## src/rtl/lift_scan_controller.sv

```systemverilog
// SCAN-scheduled lift controller: latches floor calls, sweeps one direction until no calls remain
// ahead, then reverses. Travel time and door dwell are timed by internal counters.
module lift_scan_controller #(
  parameter int unsigned NFLOORS    = 11,
  parameter int unsigned FW         = $clog2(NFLOORS),
  parameter int unsigned TRAVEL_CYC = 8,
  parameter int unsigned DOOR_CYC   = 4
) (
  input  logic               clk,
  input  logic               rst_n,
  input  logic [NFLOORS-1:0] req,
  input  logic               in_door_obstacle,
  input  logic               in_door_open,
  input  logic               in_door_close,
  output logic [2:0]         current_state,
  output logic [FW-1:0]      pfloor,
  output logic [FW-1:0]      nfloor,
  output logic [NFLOORS-1:0] pending,
  output logic               dir,
  output logic               out_up_direction,
  output logic               out_down_direction,
  output logic               out_door_opening,
  output logic               out_door_closing,
  output logic               out_ready
);

  localparam int unsigned TW = (TRAVEL_CYC > 1) ? $clog2(TRAVEL_CYC) : 1;
  localparam int unsigned DW = (DOOR_CYC > 1) ? $clog2(DOOR_CYC) : 1;
  localparam logic [TW-1:0] TravelLast = TW'(TRAVEL_CYC - 1);
  localparam logic [DW-1:0] DoorLoad   = DW'(DOOR_CYC - 1);
  localparam logic [FW-1:0] TopFloor   = FW'(NFLOORS - 1);

  typedef enum logic [2:0] {
    StReady     = 3'd0,
    StMoveUp    = 3'd1,
    StMoveDown  = 3'd2,
    StDoorOpen  = 3'd3,
    StDoorClose = 3'd4
  } state_e;

  state_e               state_q, state_d;
  logic [FW-1:0]        pfloor_q, pfloor_d;
  logic                 dir_q, dir_d;
  logic [NFLOORS-1:0]   pending_q, pending_d;
  logic [TW-1:0]        tcnt_q, tcnt_d;
  logic [DW-1:0]        dcnt_q, dcnt_d;
  logic [4:0]           dec_q, dec_d;  // {up, down, opening, closing, ready}

  logic                 above, below;
  logic [FW-1:0]        up_flr, dn_flr;
  logic [NFLOORS-1:0]   pend_any, clr;
  logic                 obst_open;

  function automatic logic beyond(input logic [NFLOORS-1:0] v, input logic [FW-1:0] f,
                                  input logic up);
    beyond = 1'b0;
    for (int i = 0; i < int'(NFLOORS); i++) begin
      if (v[i] && (up ? (i > int'(f)) : (i < int'(f)))) beyond = 1'b1;
    end
  endfunction

  // Nearest pending floor on each side of the cabin.
  always_comb begin
    above  = 1'b0;
    below  = 1'b0;
    up_flr = pfloor_q;
    dn_flr = pfloor_q;
    for (int i = int'(NFLOORS) - 1; i >= 0; i--) begin
      if (i > int'(pfloor_q) && pending_q[i]) begin
        above  = 1'b1;
        up_flr = FW'(i);
      end
    end
    for (int i = 0; i < int'(NFLOORS); i++) begin
      if (i < int'(pfloor_q) && pending_q[i]) begin
        below  = 1'b1;
        dn_flr = FW'(i);
      end
    end
    if (dir_q) nfloor = above ? up_flr : (below ? dn_flr : pfloor_q);
    else       nfloor = below ? dn_flr : (above ? up_flr : pfloor_q);
  end

  always_comb begin
    state_d   = state_q;
    pfloor_d  = pfloor_q;
    dir_d     = dir_q;
    tcnt_d    = '0;
    dcnt_d    = dcnt_q;
    pend_any  = pending_q | req;
    obst_open = in_door_obstacle | in_door_open;

    unique case (state_q)
      StReady: begin
        if (in_door_open || pending_q[pfloor_q]) begin
          state_d = StDoorOpen;
          dcnt_d  = DoorLoad;
        end else if (dir_q) begin
          if (above) begin
            state_d = StMoveUp;
          end else if (below) begin
            state_d = StMoveDown;
            dir_d   = 1'b0;
          end
        end else begin
          if (below) begin
            state_d = StMoveDown;
          end else if (above) begin
            state_d = StMoveUp;
            dir_d   = 1'b1;
          end
        end
      end
      StMoveUp, StMoveDown: begin
        if (tcnt_q == TravelLast) begin
          if (state_q == StMoveUp && pfloor_q != TopFloor) pfloor_d = pfloor_q + FW'(1);
          else if (state_q == StMoveDown && pfloor_q != '0) pfloor_d = pfloor_q - FW'(1);
          if (pend_any[pfloor_d]) begin
            state_d = StDoorOpen;
            dcnt_d  = DoorLoad;
          end else if (!beyond(pend_any, pfloor_d, state_q == StMoveUp)) begin
            // Nothing left ahead; let READY reschedule rather than run into the end stop.
            state_d = StReady;
          end
        end else begin
          tcnt_d = tcnt_q + TW'(1);
        end
      end
      StDoorOpen: begin
        if (obst_open) begin
          dcnt_d = DoorLoad;
        end else if (dcnt_q == '0 || in_door_close) begin
          state_d = StDoorClose;
          dcnt_d  = DoorLoad;
        end else begin
          dcnt_d = dcnt_q - DW'(1);
        end
      end
      StDoorClose: begin
        if (obst_open) begin
          state_d = StDoorOpen;
          dcnt_d  = DoorLoad;
        end else if (dcnt_q == '0) begin
          state_d = StReady;
        end else begin
          dcnt_d = dcnt_q - DW'(1);
        end
      end
      default: state_d = StReady;
    endcase

    if (pfloor_d == TopFloor) dir_d = 1'b0;
    else if (pfloor_d == '0)  dir_d = 1'b1;

    // Serving the floor wins over a fresh call for it.
    clr = '0;
    if (state_d == StDoorOpen) clr[pfloor_d] = 1'b1;
    pending_d = pend_any & ~clr;

    unique case (state_d)
      StMoveUp:    dec_d = 5'b10000;
      StMoveDown:  dec_d = 5'b01000;
      StDoorOpen:  dec_d = 5'b00100;
      StDoorClose: dec_d = 5'b00010;
      default:     dec_d = 5'b00001;
    endcase
  end

  always_ff @(posedge clk or negedge rst_n) begin
    if (!rst_n) begin
      state_q   <= StReady;
      pfloor_q  <= '0;
      dir_q     <= 1'b1;
      pending_q <= '0;
      tcnt_q    <= '0;
      dcnt_q    <= '0;
      dec_q     <= 5'b00001;
    end else begin
      state_q   <= state_d;
      pfloor_q  <= pfloor_d;
      dir_q     <= dir_d;
      pending_q <= pending_d;
      tcnt_q    <= tcnt_d;
      dcnt_q    <= dcnt_d;
      dec_q     <= dec_d;
    end
  end

  assign current_state      = state_q;
  assign pfloor             = pfloor_q;
  assign pending            = pending_q;
  assign dir                = dir_q;
  assign out_up_direction   = dec_q[4];
  assign out_down_direction = dec_q[3];
  assign out_door_opening   = dec_q[2];
  assign out_door_closing   = dec_q[1];
  assign out_ready          = dec_q[0];

endmodule

```

## config.mk

```make
export PLATFORM = sky130hd
export DESIGN_NAME = lift_scan_controller
export DESIGN_NICKNAME = d
export VERILOG_FILES = /design/src/rtl/lift_scan_controller.sv
export SDC_FILE = /design/constraint.sdc
export NUM_CORES = 1
export LEC_CHECK = 0
export CAP_MARGIN = 20
export CORE_MARGIN = 8
export CORE_UTILIZATION = 35
export CTS_CLUSTER_SIZE = 16
export DETAILED_ROUTE_END_ITERATION = 6
export MAX_ROUTING_LAYER = met4
export PLACE_DENSITY = 0.64
export REMOVE_ABC_BUFFERS = 1
export SLEW_MARGIN = 20
export SYNTH_ARGS = -nofsm -noshare
export SYNTH_HDL_FRONTEND = slang
export SYNTH_SLANG_ARGS = --single-unit
```

## constraint.sdc

```tcl
create_clock -name clk -period 5.2 [get_ports clk]
set_input_delay 0.52 -clock clk [delete_from_list [all_inputs] [get_ports clk]]
set_output_delay 0.52 -clock clk [all_outputs]
set_load 0.1 [all_outputs]
```

==> metrics <==
final period utilization 77.6%; Synth Instances 364; Pleak 1.29 nW; final setup vio count 0; number of diodes 0; cell area after layout 3410 µm²; Synth Flop Type dfrtp_1; CTS sink cnt 29; Initial Util 35.5%; # hold bufs at CTS 0; outcome completed; Worst EP required 5.39 ns; worst rel slew slack 34.7%; Yosys top cell by area dfrtp_1; layout cells sized above 1 10.4%; maximum capacitance violations 0; crit path time final 4.04 ns; final non-filler cell total 500; Final Slew Violations 0; clock latency on the worst-skew pair 0.29 ns; Post-Syn Area 2870 µm²; reg2reg path depth 11; Nets 417; Avg Vias per Cell 6.05; Placed Area 3320 µm²; Die Span Y 107 µm; Worst path max stage delay 0.72 ns; critical path, cell by cell inv_1 -> ha_1 -> or3b_1 -> a21oi_1 -> a2bb2oi_1 -> nor3_1 -> mux2i_1 -> o2111ai_1 -> a2111oi_2 -> o211ai_2 -> a31oi_1; CTS clk-pin slew, worst paths 0.06 ns; Yosys warning total 0; VDD IR max 0.193 mV; synthesized flop and latch total 29; root buffer cell clkbuf_8; pin count of the biggest net entering global routing 30; die footprint 11400 µm²; WHS Endpoint tcnt_q[0]$_DFF_PN0_; Worst setup EP type flop; initial antenna violation count 0; asr flop ratio synth 100%; antenna-violating nets left 0; top post-synthesis cells by count nor2_1, nand2_1, o21ai_0; Worst Hold Path Cells 1; area delta synth->final 18.6%; setup slack, reg-to-reg 1.16 ns; vias in the first global route 2889; top-area cell type share of the netlist area 23.5%; H-Tree Depth 2; EDFF count, synth 0; fin worst setup slack 1.16 ns; synth top area cells dfrtp_1, nor2_1, o21ai_0; DRT met1 WL 4230 µm; Crit Path Category reg -> reg; PortBufs 43; largest fanout on the critical path 16; cts bufs inserted 5; wire per inst 19.5 µm; PwrDens 649 nW/µm²; CTS tree done; wire length on met3 633 µm; crit path max-delay cell type a2bb2oi_1; Core Util, Final 42.1%; sequential fraction of the synthesis area 25.3%; # placed instances 492; met2 WL post-DR 4640 µm; DR iter-0 viols 227; origin of the worst min-delay path tcnt_q[0]$_DFF_PN0_; top sig layer met4; critical path startpoint category flop; gr usage total 17.8%; Chip Width 107 µm; DRC Markers 0; core area 8090 µm²; Ports 44; Fmax 248 MHz; post-CTS setup buffers 0; first-pass GRT wire length 15800 µm; pre-CTS setup slack 1.26 ns; GRT overflow 0; FP Rows 33; Synth cell types 78; worst hold path type reg -> reg; CTS resizes 0; Via Count 3024; RSZ-0062 raised after global routing no; routability-driven placement congestion ratio 0.940; Final Hold Vio Count 0; Slew @ Worst Pin 0.976 ns; Worst Path Arrival 4.22 ns; reg2reg end pending[3]$_DFF_PN0_; minimum hold slack 0.464 ns; Avg Cell Area, Syn 7.89 µm²; TritonRoute pass-1 iters 5; DP Wirelength 7310 µm; most common cell in the netlist nor2_1; worst r2r src pfloor[0]$_DFF_PN0_; Max Clock Skew 0.00380 ns; WL final 9740 µm; clk buf depth 2
-- registers in the layout, indices dropped and copies added, names as in the netlist --
| name | flops |
|---|---|
| current_state | 3 |
| dcnt_q | 2 |
| dec_q | 5 |
| dir | 1 |
| pending | 11 |
| pfloor | 4 |
| tcnt_q | 3 |
-- power by group --
| part | switching [mW] | leakage (nW) | internal [mW] | total, mW |
|---|---|---|---|---|
| Combinational | 1.12 | 0.921 | 0.503 | 1.62 |
| Sequential | 0.129 | 0.322 | 0.279 | 0.408 |
| Clock | 0.0880 | 0.0439 | 0.0920 | 0.180 |
| Total | 1.34 | 1.29 | 0.874 | 2.21 |
-- per-layer routing --
metal,up-vias,track usage (%)
met5,-,-
met4,0,6.53
met3,17,3.00
met2,119,28.3
met1,1472,22.3
li1,1416,-
-- logic make-up after synthesis --
group / Yosys count / share of synthesized area (%)
AOI/OAI and AO/OA: 130 / 32.1
muxes: 10 / 4.83
buffers and inverters: 36 / 6.10
and+or+nand+nor: 148 / 27.1
xor gates and xnor gates: 4 / 1.48
DFF: 29 / 25.3
adders and majority gates: 7 / 3.05
-- through the flow --
stage	setup TNS [ns]	total power, mW
after CTS	0	2.20
after global placement	0	2.01
final	0	2.21
after floorplan	-0.410	1.62
after global routing	0	2.36
after detailed placement	0	2.02
-- placed cells by master (no fill, tap or decap), types with 4 or more instances in the layout --
| cell type | instances |
|---|---|
| or3_1 | 4 |
| nand3b_1 | 6 |
| nand2b_1 | 4 |
| nor2_1 | 45 |
| clkdlybuf4s50_1 | 39 |
| a31oi_1 | 11 |
| clkbuf_8 | 5 |
| ha_1 | 7 |
| nand2_1 | 33 |
| o21ai_1 | 4 |
| nor2b_1 | 5 |
| nor4_1 | 6 |
| dfrtp_1 | 27 |
| a21oi_1 | 28 |
| and2_1 | 7 |
| inv_1 | 13 |
| nand3_1 | 4 |
| o211ai_1 | 5 |
| mux2i_1 | 6 |
| nor3_1 | 12 |
| buf_4 | 7 |
| o21ai_0 | 29 |
-- layout make-up --
class                   count  area, µm²
well taps                 105        131
clock buffers               5       68.8
inverters                  13       48.8
flip-flops and latches     29        728
fillers                   856       4690
multi-input cells         299       1970
clock inverters             3       17.5
repair buffers             46        443
-- worst max path at each step --
stage,from,endpoint,slack (ns)
6_report,pfloor[0]$_DFF_PN0_,pending[3]$_DFF_PN0_,1.16
5_1_grt,pfloor[0]$_DFF_PN0_,pending[3]$_DFF_PN0_,0.79
4_1_cts,pfloor[0]$_DFF_PN0_,pending[3]$_DFF_PN0_,1.25
3_5_place_dp,pfloor[0]$_DFF_PN0_,dec_q[3]$_DFF_PN0_,1.26
3_3_place_gp,current_state[0]$_DFF_PN0_,dec_q[2]$_DFF_PN0_,1.26
2_1_floorplan,pfloor[0]$_DFF_PN0_,nfloor[2],-0.41
-- critical path: cells and delay by family (launching register included) --
family          cells  cell delay, ns
buf+inv             1            0.12
simple gates        2            0.62
flops               1            0.38
mux                 1            0.19
fa+ha+maj           1            0.39
compound gates      6            2.24
Power figures use the tool's default switching activity.
